$ cat config.mk
export PLATFORM = sky130hd
export DESIGN_NAME = pong_game_sequencer_flat
export DESIGN_NICKNAME = d
export VERILOG_FILES = /design/src/rtl/pong_game_sequencer_if.sv /design/src/rtl/pong_game_sequencer.sv /design/src/flat_wrapper.sv
export SDC_FILE = /design/constraint.sdc
export NUM_CORES = 1
export LEC_CHECK = 0
export BUFFER_PORTS_ARGS = -buffer_cell sky130_fd_sc_hd__buf_2
export CORE_MARGIN = 2
export CORE_UTILIZATION = 30
export CTS_CLUSTER_SIZE = 8
export DETAILED_ROUTE_END_ITERATION = 8
export GPL_ROUTABILITY_DRIVEN = 0
export MAX_ROUTING_LAYER = met4
export PLACE_DENSITY = 0.44
export SYNTH_ARGS = -nofsm -noshare
export SYNTH_HDL_FRONTEND = slang
export SYNTH_SLANG_ARGS = --single-unit
$ cat constraint.sdc
create_clock -name clk -period 2.4 [get_ports clk]
set_input_delay 0.24 -clock clk [delete_from_list [all_inputs] [get_ports clk]]
set_output_delay 0.24 -clock clk [all_outputs]
set_load 0.005 [all_outputs]
$ cat src/rtl/pong_game_sequencer_if.sv
// Button/event inputs and game-status outputs shared between the pong
// game sequencer and whatever drives it (button logic, ball datapath, overlay).
interface pong_game_sequencer_if;
  logic        startbutton;
  logic        pausebutton;
  logic        hit;
  logic        miss;
  logic        ballload;
  logic        step;
  logic        paddleen;
  logic [15:0] score;
  logic [1:0]  lives;
  logic        gameover;
  logic [2:0]  state;

  modport master (
    output startbutton, pausebutton, hit, miss,
    input  ballload, step, paddleen, score, lives, gameover, state
  );

  modport slave (
    input  startbutton, pausebutton, hit, miss,
    output ballload, step, paddleen, score, lives, gameover, state
  );
endinterface

$ cat src/rtl/pong_game_sequencer.sv
// Game-level controller for single-player pong: physics step prescaler,
// serve/play/pause/life-lost/game-over sequencing, BCD score and lives.
module pong_game_sequencer #(
  parameter int STEP_DIV    = 833333,
  parameter int SERVE_STEPS = 60,
  parameter int LIVES       = 3
) (
  input  logic                  clk,
  input  logic                  reset,
  pong_game_sequencer_if.slave  bus
);

  localparam int CW = $clog2(STEP_DIV);
  localparam int SW = (SERVE_STEPS > 1) ? $clog2(SERVE_STEPS) : 1;
  localparam logic [CW-1:0] TICK_AT    = CW'(STEP_DIV - 1);
  localparam logic [SW-1:0] SERVE_LAST = SW'(SERVE_STEPS - 1);
  localparam logic [1:0]    LIVES_INIT = 2'(LIVES);

  typedef enum logic [2:0] {
    S_IDLE  = 3'd0,
    S_SERVE = 3'd1,
    S_PLAY  = 3'd2,
    S_PAUSE = 3'd3,
    S_LOST  = 3'd4,
    S_OVER  = 3'd5
  } state_t;

  state_t        r_state;
  logic [CW-1:0] r_count;
  logic [SW-1:0] r_serveCnt;
  logic          r_startPrev;
  logic          r_pausePrev;
  logic          r_ballload;
  logic          r_step;
  logic          r_paddleen;
  logic          r_gameover;
  logic [15:0]   r_score;
  logic [1:0]    r_lives;

  logic w_tick;
  logic w_startEdge;
  logic w_pauseEdge;

  assign w_tick      = (r_count == TICK_AT);
  assign w_startEdge = bus.startbutton & ~r_startPrev;
  assign w_pauseEdge = bus.pausebutton & ~r_pausePrev;

  // Decimal increment with digit carry, holding at 9999.
  function automatic logic [15:0] bcdInc(input logic [15:0] v);
    logic [15:0] res;
    logic        carry;
    res   = v;
    carry = 1'b1;
    if (v != 16'h9999) begin
      for (int d = 0; d < 4; d++) begin
        if (carry) begin
          if (v[d*4 +: 4] >= 4'd9) begin
            res[d*4 +: 4] = 4'd0;
          end else begin
            res[d*4 +: 4] = v[d*4 +: 4] + 4'd1;
            carry = 1'b0;
          end
        end
      end
    end
    return res;
  endfunction

  // Prev registers come out of reset high so a button held through reset is not an edge.
  always_ff @(posedge clk) begin
    if (reset) begin
      r_startPrev <= 1'b1;
      r_pausePrev <= 1'b1;
      r_count     <= '0;
    end else begin
      r_startPrev <= bus.startbutton;
      r_pausePrev <= bus.pausebutton;
      r_count     <= w_tick ? '0 : r_count + CW'(1);
    end
  end

  always_ff @(posedge clk) begin
    if (reset) begin
      r_state    <= S_IDLE;
      r_score    <= 16'h0000;
      r_lives    <= LIVES_INIT;
      r_serveCnt <= '0;
      r_ballload <= 1'b0;
      r_step     <= 1'b0;
      r_paddleen <= 1'b0;
      r_gameover <= 1'b0;
    end else begin
      r_ballload <= 1'b0;
      r_step     <= 1'b0;
      case (r_state)
        S_IDLE, S_OVER: begin
          if (w_startEdge) begin
            r_state    <= S_SERVE;
            r_score    <= 16'h0000;
            r_lives    <= LIVES_INIT;
            r_serveCnt <= '0;
            r_ballload <= 1'b1;
            r_paddleen <= 1'b1;
            r_gameover <= 1'b0;
          end
        end
        S_SERVE: begin
          if (w_tick) begin
            if (r_serveCnt == SERVE_LAST) r_state <= S_PLAY;
            else r_serveCnt <= r_serveCnt + SW'(1);
          end
        end
        // Event priority in play: miss, then pause edge, then hit.
        S_PLAY: begin
          if (bus.miss) begin
            r_paddleen <= 1'b0;
            if (r_lives > 2'd1) begin
              r_lives <= r_lives - 2'd1;
              r_state <= S_LOST;
            end else begin
              r_lives    <= 2'd0;
              r_state    <= S_OVER;
              r_gameover <= 1'b1;
            end
          end else if (w_pauseEdge) begin
            r_state    <= S_PAUSE;
            r_paddleen <= 1'b0;
          end else begin
            if (bus.hit) r_score <= bcdInc(r_score);
            if (w_tick)  r_step  <= 1'b1;
          end
        end
        S_PAUSE: begin
          if (w_pauseEdge) begin
            r_state    <= S_PLAY;
            r_paddleen <= 1'b1;
          end
        end
        S_LOST: begin
          if (w_tick) begin
            r_state    <= S_SERVE;
            r_serveCnt <= '0;
            r_ballload <= 1'b1;
            r_paddleen <= 1'b1;
          end
        end
        default: begin
          r_state    <= S_IDLE;
          r_paddleen <= 1'b0;
          r_gameover <= 1'b0;
        end
      endcase
    end
  end

  assign bus.ballload = r_ballload;
  assign bus.step     = r_step;
  assign bus.paddleen = r_paddleen;
  assign bus.score    = r_score;
  assign bus.lives    = r_lives;
  assign bus.gameover = r_gameover;
  assign bus.state    = r_state;

endmodule
$ cat src/flat_wrapper.sv
// flat-port wrapper written by rule: the top's interface ports become plain ports
module pong_game_sequencer_flat 
#(
  parameter int STEP_DIV    = 833333,
  parameter int SERVE_STEPS = 60,
  parameter int LIVES       = 3
)
  (clk, reset, bus_startbutton, bus_pausebutton, bus_hit, bus_miss, bus_ballload, bus_step, bus_paddleen, bus_score, bus_lives, bus_gameover, bus_state);
  pong_game_sequencer_if bus_i ();
  input  logic clk;
  input  logic reset;
  input wire logic [$bits(bus_i.startbutton)-1:0] bus_startbutton;
  input wire logic [$bits(bus_i.pausebutton)-1:0] bus_pausebutton;
  input wire logic [$bits(bus_i.hit)-1:0] bus_hit;
  input wire logic [$bits(bus_i.miss)-1:0] bus_miss;
  output wire logic [$bits(bus_i.ballload)-1:0] bus_ballload;
  output wire logic [$bits(bus_i.step)-1:0] bus_step;
  output wire logic [$bits(bus_i.paddleen)-1:0] bus_paddleen;
  output wire logic [$bits(bus_i.score)-1:0] bus_score;
  output wire logic [$bits(bus_i.lives)-1:0] bus_lives;
  output wire logic [$bits(bus_i.gameover)-1:0] bus_gameover;
  output wire logic [$bits(bus_i.state)-1:0] bus_state;
  assign bus_i.startbutton = bus_startbutton;
  assign bus_i.pausebutton = bus_pausebutton;
  assign bus_i.hit = bus_hit;
  assign bus_i.miss = bus_miss;
  assign bus_ballload = bus_i.ballload;
  assign bus_step = bus_i.step;
  assign bus_paddleen = bus_i.paddleen;
  assign bus_score = bus_i.score;
  assign bus_lives = bus_i.lives;
  assign bus_gameover = bus_i.gameover;
  assign bus_state = bus_i.state;
  pong_game_sequencer #(.STEP_DIV(STEP_DIV), .SERVE_STEPS(SERVE_STEPS), .LIVES(LIVES)) u_core (.clk(clk), .reset(reset), .bus(bus_i));
endmodule
======== Word level (Yosys, flattened, before mapping) ========
Index checks and enable logic that the tools add are counted.
Widths: inputs -> output; s select.
word-level totals
  register bits ........................... 53
  bits in latches ......................... 0
  bits in writable memories ............... 0
  ROM bits ................................ 0
  input bits .............................. 6
  output and inout bits ................... 25
  logic and storage cells ................. 140
  memories ................................ 0
cells by class
  add/subtract/negate cells ............... 7
  multiply operators ...................... 0
  div/mod/pow operators ................... 0
  order comparisons ....................... 5
  eq/ne operators ......................... 24
  shift-type cells ........................ 0
  muxes and demuxes ....................... 67
  bitwise logic cells ..................... 7
  reductions and logical operators ........ 16
operator list
  kind                   number
  $mux 16                5
  $mux 1                 34
  $pmux 16 s2            1
  $mux 4                 7
  $mux 6                 4
  $mux 3                 7
  $reduce_and 7->1       3
  $add 20x1->20 const B  1
  $eq 20x20->1 const B   1
  $ne 2x1->1 const B     9
  $pmux 6 s3             1
  $add 4x1->4 const B    4
  $ge 4x4->1 const B     4
  $ne 16x16->1 const B   1
  $pmux 3 s5             1
  $ne 2x2->1 const B     6
  $reduce_and 6->1       2
  $reduce_and 5->1       2
  $add 6x1->6 const B    1
  $eq 3x2->1 const B     2
  $eq 3x3->1 const B     2
  $eq 6x6->1 const B     1
  $mux 2                 3
  $not 1->1              5
  other kinds (17)       19

======== Depth between registers and ports, before layout ========
  depth after elaboration ................. 28
  depth in mapped cells ................... 8
  gate-level depth less buffers ........... 8

======== Worst setup path after synthesis ========
No wires, ideal clock.
  path kind ............................... register to register
  start point ............................. register u_core.r_score[8] (netlist: u_core.bus.score[8])
  end point ............................... register u_core.r_score[15] (netlist: u_core.bus.score[15])
  library setup time ...................... 0.138 ns
  data arrival time ....................... 1.751 ns
  required time ........................... 2.262 ns
  path slack .............................. 0.512 ns
  stages on the path, launching flop included .. 8
  path buffers ............................ 0
  period minus slack after synthesis ...... 1.888 ns
  path through ............................ dfxtp_1 -> ha_1 -> and4b_1 -> nand3_1 -> a31oi_1 -> nor3_2 -> a41oi_1 -> a211oi_1
between the ends
  longest elaborated chain between the ends .. 11
  elaborated cells between the ends (all ways) .. 13
  classes of those cells .................. order compare: 1; eq/ne: 3; mux: 8; reduce/logical: 1
ends and longest elaborated chain
  item                                   line                        RTL
  start: declaration                     pong_game_sequencer.sv:37   logic [15:0] r_score;
  start signal: assignment               pong_game_sequencer.sv:129  if (bus.hit) r_score <= bcdInc(r_score);
  $ge 4x4->1                             pong_game_sequencer.sv:57   if (v[d*4 +: 4] >= 4'd9) begin
  $mux 1                                 pong_game_sequencer.sv:57
  $mux 1                                 pong_game_sequencer.sv:56   if (carry) begin
  $mux 1                                 pong_game_sequencer.sv:54   if (v != 16'h9999) begin
  $mux 1                                 pong_game_sequencer.sv:129
  $mux 1                                 pong_game_sequencer.sv:125  end else if (w_pauseEdge) begin
  $mux 1                                 pong_game_sequencer.sv:115  if (bus.miss) begin
  $mux 1                                 pong_game_sequencer.sv:95   case (r_state)
  $mux 1                                 pong_game_sequencer.sv:83   if (reset) begin
  $ne 2x1->1 (no source line)            n/a
  $reduce_and 7->1 (no source line) (*)  n/a
Mark *: on every way between the ends. The rest lies on a longest branch, timed or not. The select of a mux whose other input is x is not followed.
A chain may end at the register's enable or synchronous reset.

======== Worst setup path in the final report ========
  start point ............................. register u_core.r_count[11]
  end point ............................... register u_core.r_serveCnt[1]
between the ends
  longest elaborated chain between the ends .. 3
  elaborated cells between the ends (all ways) .. 4
  classes of those cells .................. eq/ne: 3; reduce/logical: 1
ends and longest elaborated chain
  item                                   line                        RTL
  start: declaration                     pong_game_sequencer.sv:29   logic [CW-1:0] r_count;
  start signal: assignment               pong_game_sequencer.sv:78   r_count <= w_tick ? '0 : r_count + CW'(1);
  $eq 20x20->1 (*)                       pong_game_sequencer.sv:44   assign w_tick = (r_count == TICK_AT);
  $ne 2x1->1 (no source line)            n/a
  $reduce_and 5->1 (no source line) (*)  n/a
  end signal: assignment                 pong_game_sequencer.sv:110  else r_serveCnt <= r_serveCnt + SW'(1);
  end: declaration                       pong_game_sequencer.sv:30   logic [SW-1:0] r_serveCnt;
Mark *: on every way between the ends. The rest lies on a longest branch, timed or not.

==> flow_metrics.py <==
metrics = {
    "power": {
        "seqPwrFrac_pct": 57.7,
        "finalPower_w": 0.001573,
        "p_sw_share_pct": 25.47,
        "ir_drop_mv": 0.2189,
        "p_sw_w": 0.0004007,
        "internal_power_w": 0.001173,
        "p_leak_nw": 1.281,
        "power_density_nw_per_um2": 485.5,
        "combPwrFrac_pct": 9.2,
        "clkPwrFrac_pct": 33.2,
    },
    "finish": {
        "finalNetCount": 407,
        "final_layout_size_suffix_gt1_share_pct": 14.77,
        "syn_to_final_growth_pct": 14.10,
        "n_antenna_cell": 0,
        "fillers": 1014,
        "finalInstanceArea_sq_um": 3241,
    },
    "place": {
        "io_buffer_count": 30,
        "dp_hpwl_um": 5171,
        "placed_area_sq_um": 3154,
    },
    "global_route": {
        "antenna_found_initial": 0,
        "grt_max_degree": 21,
        "grtUsageTotal_pct": 14.34,
        "grt_remaining_overflow": 0,
        "grt_pass1_wl_um": 11620,
        "grt_pass1_vias": 2386,
    },
    "hold_path": {
        "hold_start": "bus_pausebutton",
        "holdPathEnd": "u_core.r_pausePrev$_SDFF_PP1_",
        "hold_class": "in -> reg",
        "hold_depth": 2,
    },
    "worst_setup_path": {
        "r2r-start": "u_core.r_count[11]$_SDFF_PP0_",
        "rrSetupSlack_ns": 0.30,
        "crit_arrival_ns": 2.34,
        "worstSetupPathType": "reg -> reg",
        "r2r_end": "u_core.r_serveCnt[1]$_SDFFE_PP0P_",
        "critPathLaunchType": "register",
        "critical_path_peak_fanout": 7,
        "r2r_cells": 6,
        "setup.worst_path.end_class": "register",
        "required_ns": 2.64,
    },
    "synth": {
        "synth-seq-cells": 53,
        "synth_area_per_cell_sq_um": 8.115,
        "synth.most_common_cell": "dfxtp_1",
        "yosysUniqueCellTypes": 54,
        "ys_seq_area_share_pct": 37.36,
        "synthArstFlopShare_pct": 0,
        "synth_nets": 371,
        "netlist.area_leader.share_pct": 37.36,
        "yosysTopAreaCell": "dfxtp_1",
        "netlist_area_sq_um": 2840,
        "yosys_warnings": 0,
        "yosys-top-cells-count": "dfxtp_1 (53), nor2_1 (44), nand2_1 (39)",
        "synthCells": 350,
        "ys.flop_type": "dfxtp_1",
        "synth_edf_count": 0,
        "synthTopCellsByArea": "dfxtp_1 (37%), ha_1 (6.6%), nor2_1 (5.8%)",
    },
    "timing": {
        "worst_pin_slew_ns": 0.5525,
        "setup-violations-final": 0,
        "fin_skew_ns": 0.007205,
        "hold_viol_final": 0,
        "tns_ns": 0,
        "fin_crit_sh_pct": 87.60,
        "timing.final.crit_period_ns": 2.102,
        "slew_viol_final": 0,
        "rsz0062_at_grt": "false",
        "slew_headroom_pct": 62.88,
        "clock.fmax_mhz": 475.6,
    },
    "clocking": {
        "post_cts_resized": 0,
        "ctsHoldBuffers": 0,
        "clk_pin_slew_ns": 0.09,
        "cts-buffers-inserted": 5,
        "postCtsSetupBuffers": 0,
        "clock-sinks": 53,
        "clk_latency_ns": 0.30,
        "h-tree-depth": 2,
        "cts_root_buffer": "clkbuf_8",
        "cts_tree": "done",
        "ctsLongestPathBuffers": 2,
    },
    "die": {
        "die_y_um": 101.3,
        "ios": 31,
        "core_sq_um": 9196,
        "fp.dieW_um": 101.3,
        "num_rows": 35,
        "die_area_sq_um": 10260,
        "initial_utilization_pct": 30.88,
    },
    "routing": {
        "dr_total_vias": 2516,
        "viasPerCell": 5.062,
        "drt-pass1-iter-count": 6,
        "ant_nets": 0,
        "initialDrtViolationCount": 65,
        "drc": 0,
        "wl_um": 6930,
        "wire_per_inst_um": 13.94,
    },
    "status": {
        "outcome": "finished clean",
    },
    "run": {
        "cap_violations": 0,
    },
}
-- flip-flops by register name, summed over array words and instances, names as in the netlist --
signal and flops:
u_core.bus.ballload 1, u_core.bus.gameover 1, u_core.bus.lives 2, u_core.bus.paddleen 1, u_core.bus.score 16, u_core.bus.state 3, u_core.bus.step 1, u_core.r_count 20
u_core.r_pausePrev 1, u_core.r_serveCnt 6, u_core.r_startPrev 1
-- worst max-delay path by stage --
stage / from / end / slack [ns]
6_report: u_core.r_count[11]$_SDFF_PP0_ / u_core.r_serveCnt[1]$_SDFFE_PP0P_ / 0.30
3_3_place_gp: u_core.r_count[11]$_SDFF_PP0_ / u_core.r_serveCnt[1]$_SDFFE_PP0P_ / 0.29
3_5_place_dp: u_core.r_count[11]$_SDFF_PP0_ / u_core.r_serveCnt[1]$_SDFFE_PP0P_ / 0.29
5_1_grt: u_core.bus.score[4]$_SDFFE_PP0P_ / u_core.bus.score[15]$_SDFFE_PP0P_ / 0.09
2_1_floorplan: u_core.bus.score[8]$_SDFFE_PP0P_ / u_core.bus.score[15]$_SDFFE_PP0P_ / 0.51
4_1_cts: u_core.r_count[11]$_SDFF_PP0_ / u_core.r_serveCnt[1]$_SDFFE_PP0P_ / 0.26
-- cells in the final DEF (no fill, tap or decap), types with 8 or more instances in the layout --
cell type	synthesis	final
dfxtp_1	53	53
buf_2	1	30
nand2b_1	8	8
a21oi_1	26	26
nand3_1	21	21
nor2_1	44	44
nand2_1	39	39
inv_1	18	18
buf_4	1	9
xor2_1	13	13
and3_1	9	9
ha_1	15	15
o21ai_0	11	11
-- logic make-up (layout without fill, tap and decap cells) --
family                   after synthesis  in the layout  share of synthesized area, %
AND/OR/NAND/NOR                      172            172                         32.60
AO/OA/AOI/OAI                         63             63                         13.66
flip-flops                            53             53                         37.36
buffers and inverters                 28             64                         3.876
XOR/XNOR                              18             18                         5.551
adder cells (fa/ha/maj)               15             15                         6.608
multiplexers                           1              1                        0.3524
-- power by group through the flow --
| stage | clock network, W | registers [W] | logic, W |
|---|---|---|---|
| 4_1_cts | 0.000554 | 0.000907 | 0.000146 |
| 6_report | 0.000522 | 0.000907 | 0.000144 |
| 5_1_grt | 0.000575 | 0.000911 | 0.000162 |
| 3_3_place_gp | 0 | 0.000927 | 0.000147 |
| 2_1_floorplan | 0 | 0.000924 | 0.0000962 |
| 3_5_place_dp | 0 | 0.000928 | 0.000146 |
-- cell type report --
class | instances | area [sq um] | area share [%]
Inverter | 18 | 67.56 | 2.085
Sequential cell | 53 | 1061 | 32.74
Multi-Input combinational cell | 269 | 1669 | 51.51
Timing Repair Buffer | 39 | 217.7 | 6.718
Clock buffer | 7 | 86.33 | 2.664
Tap cell | 111 | 138.9 | 4.286
-- metrics by stage --
stage               hold slack, ns  instances  worst slack (ns)  utilization, %
floorplan                   0.3438        350            0.5119               -
global placement            0.4495        490            0.2918           34.30
detailed placement          0.4518        490            0.2946           34.30
CTS                         0.1287        497            0.2650           35.24
global route                0.1290        497           0.08546           35.24
finish                      0.1375        497            0.2976           35.24
-- worst max-delay path, cell delays in order (launching register included) --
cell	delay, ns
dfxtp_1	0.36
nor4b_2	0.30
nand4_2	0.23
nand3b_4	0.23
a2111o_1	0.52
or2_1	0.28
a21oi_2	0.12
-- per-layer routing --
metal,GRT usage [%],vias to the layer above,share of wire (%)
met5,-,-,0
met4,3.326,0,0.58
met2,23.08,38,46
met3,2.415,4,2.7
li1,-,1300,-
met1,18.85,1174,50
(Power assumes the default switching activity.)
